===== src/rtl/iteration_sequencer.sv =====
// Frame sequencer for the escape-time pixel function: initialises the pixel-state
// RAM, then runs MAX_PASS sweeps of read / evaluate / writeback / stream-out per pixel.
module iteration_sequencer #(
  parameter int X_PIX     = 256,
  parameter int Y_PIX     = 128,
  parameter int MAX_PASS  = 255,
  parameter int ITER_STEP = 256
) (
  input  logic        i_Clk,
  input  logic        i_Rst_n,
  input  logic        i_Start,
  input  logic        i_Abort,
  output logic        o_Busy,
  output logic        o_Done,
  output logic [14:0] o_Ram_Addr,
  output logic        o_Ram_Re,
  input  logic [15:0] i_Ram_RdData,
  output logic        o_Ram_We,
  output logic [15:0] o_Ram_WrData,
  output logic [15:0] o_Complex,
  output logic [15:0] o_Iteration,
  input  logic [15:0] i_Writeback,
  input  logic [23:0] i_PXData,
  output logic [23:0] o_Pix_Data,
  output logic        o_Pix_Valid,
  input  logic        i_Pix_Ready,
  output logic        o_Pix_Last,
  output logic [2:0]  o_State
);

  localparam logic [2:0] IDLE = 3'd0;
  localparam logic [2:0] INIT = 3'd1;
  localparam logic [2:0] READ = 3'd2;
  localparam logic [2:0] CAPT = 3'd3;
  localparam logic [2:0] EXEC = 3'd4;
  localparam logic [2:0] PUSH = 3'd5;
  localparam logic [2:0] DONE = 3'd6;

  localparam logic [7:0]  X_LAST    = 8'(X_PIX - 1);
  localparam logic [6:0]  Y_LAST    = 7'(Y_PIX - 1);
  localparam logic [15:0] PASS_LAST = 16'(MAX_PASS);
  localparam logic [15:0] ITER_INC  = 16'(ITER_STEP);

  logic [2:0]  state_q;
  logic [7:0]  x_q;
  logic [6:0]  y_q;
  logic [15:0] pass_q;
  logic [15:0] iter_q;
  logic [15:0] complex_q;
  logic [23:0] pix_data_q;
  logic        pix_valid_q;
  logic        pix_last_q;

  logic last_pix;
  logic handshake;

  // Pixel stream: a beat transfers on any rising edge where o_Pix_Valid and
  // i_Pix_Ready are both high; once valid is raised, data and last hold until then.
  assign last_pix  = (x_q == X_LAST) && (y_q == Y_LAST);
  assign handshake = pix_valid_q && i_Pix_Ready;

  always_ff @(posedge i_Clk or negedge i_Rst_n) begin
    if (!i_Rst_n) begin
      state_q     <= IDLE;
      x_q         <= '0;
      y_q         <= '0;
      pass_q      <= '0;
      iter_q      <= '0;
      complex_q   <= '0;
      pix_data_q  <= '0;
      pix_valid_q <= 1'b0;
      pix_last_q  <= 1'b0;
    end else if (i_Abort) begin
      // Abort wins over everything; an un-accepted pixel is simply dropped.
      state_q     <= IDLE;
      pix_valid_q <= 1'b0;
      pix_last_q  <= 1'b0;
    end else begin
      case (state_q)
        IDLE, DONE: begin
          if (i_Start) begin
            state_q <= INIT;
            x_q     <= '0;
            y_q     <= '0;
            pass_q  <= '0;
            iter_q  <= '0;
          end
        end
        INIT: begin
          if (last_pix) begin
            x_q     <= '0;
            y_q     <= '0;
            pass_q  <= 16'd1;
            iter_q  <= ITER_INC;
            state_q <= READ;
          end else if (y_q == Y_LAST) begin
            y_q <= '0;
            x_q <= x_q + 8'd1;
          end else begin
            y_q <= y_q + 7'd1;
          end
        end
        READ: state_q <= CAPT;
        CAPT: begin
          complex_q <= i_Ram_RdData;
          state_q   <= EXEC;
        end
        EXEC: begin
          pix_data_q  <= i_PXData;
          pix_valid_q <= 1'b1;
          pix_last_q  <= last_pix;
          state_q     <= PUSH;
        end
        PUSH: begin
          if (handshake) begin
            pix_valid_q <= 1'b0;
            pix_last_q  <= 1'b0;
            if (!last_pix) begin
              if (y_q == Y_LAST) begin
                y_q <= '0;
                x_q <= x_q + 8'd1;
              end else begin
                y_q <= y_q + 7'd1;
              end
              state_q <= READ;
            end else if (pass_q < PASS_LAST) begin
              pass_q  <= pass_q + 16'd1;
              iter_q  <= iter_q + ITER_INC;
              x_q     <= '0;
              y_q     <= '0;
              state_q <= READ;
            end else begin
              state_q <= DONE;
            end
          end
        end
        default: state_q <= IDLE;
      endcase
    end
  end

  // RAM strobes decode from the state register only, so no input reaches them.
  assign o_Ram_Addr   = {x_q, y_q};
  assign o_Ram_Re     = (state_q == READ);
  assign o_Ram_We     = (state_q == INIT) || (state_q == EXEC);
  assign o_Ram_WrData = (state_q == EXEC) ? i_Writeback :
                        (state_q == INIT) ? {1'b0, x_q, y_q} : 16'd0;

  assign o_Busy      = (state_q != IDLE) && (state_q != DONE);
  assign o_Done      = (state_q == DONE);
  assign o_Complex   = complex_q;
  assign o_Iteration = iter_q;
  assign o_Pix_Data  = pix_data_q;
  assign o_Pix_Valid = pix_valid_q;
  assign o_Pix_Last  = pix_last_q;
  assign o_State     = state_q;

endmodule


===== config.mk =====
export PLATFORM = sky130hd
export DESIGN_NAME = iteration_sequencer
export DESIGN_NICKNAME = d
export VERILOG_FILES = /design/src/rtl/iteration_sequencer.sv
export SDC_FILE = /design/constraint.sdc
export NUM_CORES = 1
export LEC_CHECK = 0
export CORE_UTILIZATION = 40
export DETAILED_ROUTE_END_ITERATION = 16
export PLACE_DENSITY = 0.76
export SLEW_MARGIN = 10
export SYNTH_ARGS = -nofsm -noshare
export SYNTH_HDL_FRONTEND = slang
export SYNTH_SLANG_ARGS = --single-unit

===== constraint.sdc =====
create_clock -name i_Clk -period 2.1 [get_ports i_Clk]
set_input_delay 0.525 -clock i_Clk [delete_from_list [all_inputs] [get_ports i_Clk]]
set_output_delay 0.525 -clock i_Clk [all_outputs]
set_load 0.05 [all_outputs]

==> reports/qor.yml <==
status:
  outcome: "complete, but fails checks"
  failed_checks: "negative setup slack"
layout:
  fin_cells: 716
  post-route-util_pct: 65.25
  antenna_cells: 0
  fill_cells: 831
  design_area_mm2: 0.006706
  drive_above_1_share_pct: 36.38
  areaGrowthSynthToFinish_pct: 59.43
  layout.nets: 640
  register_area_mm2: 0.002122
  multiInputGateArea_mm2: 0.002115
yosys:
  ys.flop_type: "dfrtp_1"
  synth_cells: 389
  ys_top_cells_by_count: "dfrtp_1 (84), mux2_2 (42), a21oi_1 (25), nand2_1 (19), o21ai_0 (19)"
  netlist.area_leader.share_pct: 49.97
  mappedNetlistArea_mm2: 0.004207
  synth_edf_count: 0
  seq_area_frac_synth_pct: 49.97
  yosys-top-cells-area: "dfrtp_1 (50%), mux2_2 (11%), a22o_1 (3.3%)"
  yosys.area.top_type: "dfrtp_1"
  yosysWarnings: 0
  synthDistinctLibCells: 54
  synthArstFlopShare_pct: 100.0
  synth.most_common_cell: "dfrtp_1"
  syn_area_per_cell_um2: 10.81
  ys_seq_elements: 84
floorplanning:
  die_area_mm2: 0.01093
  die_x_um: 104.6
  initial_core_util_pct: 40.93
  die_h_um: 104.6
  std_cell_rows: 37
  ioPinCount: 157
  core-area_mm2: 0.01028
critical_path:
  critPathArrivalTime_ns: 1.61
  path_cells: "nor2b_4 -> nor2b_4 -> buf_12 -> a22o_2 -> buf_12"
  slowest_delay_ns: 0.45
  path_max_fanout: 16
  cp_slowest_cell: "dfrtp_2"
  cp_data_required_time_ns: 1.57
  crit_buf_inv: 2
  critPathKind: "register to output pin"
  critical-path-top-delay-family: "flip-flops"
  path_depth: 5
  r2r_cells: 7
  crit_path_end_kind: "output pin"
  start_kind: "register"
placement:
  place_area_mm2: 0.006380
  place_inst: 692
  place_congestion: 0.8469
  io_buffers: 148
  dp_hpwl_mm: 8.463
route:
  drc: 0
  num_vias: 3859
  final_antenna_net_count: 0
  dr.pass1.iters: 7
  drt_iter0_drc: 254
  wl_per_cell_um: 16.35
  drt-vias-per-instance: 5.390
  wl_mm: 11.70
clock_tree:
  htreeDepth: 3
  postCtsHoldBufs: 0
  cts_sinks: 84
  cts_max_path_buffers: 2
  clkTransAtPathRegs_ns: 0.10
  cts_tree: "done"
  cts_root_buf: "clkbuf_8"
  clk_latency_ns: 0.36
  cts_made_buffers: 9
timing:
  fin_crit_sh_pct: 101.9
  max_freq_ghz: 0.4675
  worstMarginPinSlew_ns: 0.5298
  min_period_ns: 2.139
  rsz0062_at_grt: "yes"
  final-max-slew-violation-count: 0
  skew_ns: 0.01611
  fin_setup_tns_ns: -0.4887
  max_slew_margin_pct: 64.62
  setup_viol: 16
  worst_slack_ns: -0.03888
  hold_viol_final: 0
power:
  p_sw_mw: 1.271
  pwr-share-clk_pct: 29.7
  cellPowerDensity_mw_per_mm2: 577.8
  ir_drop_mv: 0.3812
  p_seq_share_pct: 45.4
  p_leak_nw: 3.003
  p_sw_share_pct: 32.81
  p_comb_share_pct: 25.0
  p_int_mw: 2.604
global_routing:
  track_usage_pct: 22.03
  grt_pass1_vias: 4003
  grt_max_degree: 34
  overflow: 0
  antenna_found_initial: 0
  grt_pass1_wl_mm: 19.41
job:
  cap_violations: 0
worst_hold_path:
  min_path_type: "input pin to asynchronous set/reset pin"
[placed cells by master (no fill, tap or decap), types with 3 or more instances in the layout]
master and count:
nor3_1 6, nor4_1 3, nand3_1 13, nand2_1 18, dfrtp_1 68, buf_12 24
inv_1 14, conb_1 8, nor2_2 3, a22o_2 4, buf_4 70, o31ai_1 13
nor2b_1 4, o21ai_0 18, clkdlybuf4s50_1 92, dlymetal6s2s_1 7, a31oi_1 9, a21oi_1 24
mux2_2 42, a22o_4 11, o32ai_1 7, dfrtp_2 16, and2_1 4, and3_1 13
or4_1 3, clkbuf_8 11, nand4_1 6, nor2_1 11
[flip-flops by register name (all words and copies together), names as in the netlist]
register,flops
x_q,8
o_Complex,16
o_Pix_Last,1
y_q,7
o_Pix_Data,24
o_Iteration,8
pass_q,16
o_State,3
o_Pix_Valid,1
[cells by family (layout without fill, tap and decap cells)]
logic type | after synthesis | after routing | synth area share, %
multiplexers | 44 | 44 | 11.72
flip-flops | 84 | 84 | 49.97
XOR/XNOR | 1 | 1 | 0.2082
adder cells (fa/ha/maj) | 4 | 4 | 1.190
other | 1 | 8 | 0.08915
AND/OR/NAND/NOR | 108 | 108 | 14.37
buffers and inverters | 42 | 226 | 4.938
AO/OA/AOI/OAI | 105 | 105 | 17.52
[worst paths after layout]
check	end	slack, ns	start
hold reg to reg	pass_q[7]	0.51	pass_q[7]
max in group asynchronous	o_Pix_Data[14]	1.32	i_Rst_n
setup / recovery	o_Ram_WrData[0]	-0.04	o_State[2]
min in group i_Clk	pass_q[7]	0.51	pass_q[7]
setup reg to reg	pass_q[0]	0.07	o_State[2]
hold / removal	pass_q[7]	0.1	i_Rst_n
[per-layer routing]
layer  track usage [%]  up-vias  part of all wire [%]
met4             6.837        0                  0.83
met2             38.17      122                    52
met5                 0        -                     0
met1             28.17     1923                    42
li1                  -     1804                     -
met3             3.493       10                   4.7
[per-stage QoR]
| step | setup slack, ns | hold slack, ns | power (mW) |
|---|---|---|---|
| global route | -0.1015 | 0.1277 | 4.025 |
| finish | -0.03888 | 0.09680 | 3.875 |
| global placement | -0.1198 | 0.4780 | 2.724 |
| floorplan | 0.002720 | 0.2294 | 2.326 |
| CTS | -0.05174 | 0.1073 | 3.891 |
| detailed placement | -0.2010 | 0.4893 | 2.746 |
[cell type report]
cell class | count | area share, %
Sequential cell | 84 | 31.64
Inverter | 14 | 0.7836
Clock buffer | 11 | 2.257
Tap cell | 136 | 2.537
Clock inverter | 5 | 0.6530
Multi-Input combinational cell | 270 | 31.53
Timing Repair Buffer | 196 | 30.60
[timing repair]
item	CTS	global route
gates resized for setup	9	11
setup buffers	6	2
endpoints found under the setup margin	17	51
cloned	0	0
[power by group through the flow]
| stage | logic (mW) | registers [mW] | clock network (mW) |
|---|---|---|---|
| 2_1_floorplan | 0.247 | 2.08 | 0 |
| 3_3_place_gp | 0.941 | 1.78 | 0 |
| 3_5_place_dp | 0.954 | 1.79 | 0 |
| 4_1_cts | 0.970 | 1.76 | 1.16 |
| 5_1_grt | 1.02 | 1.77 | 1.23 |
| 6_report | 0.968 | 1.76 | 1.15 |
Power figures use the tool's default switching activity.
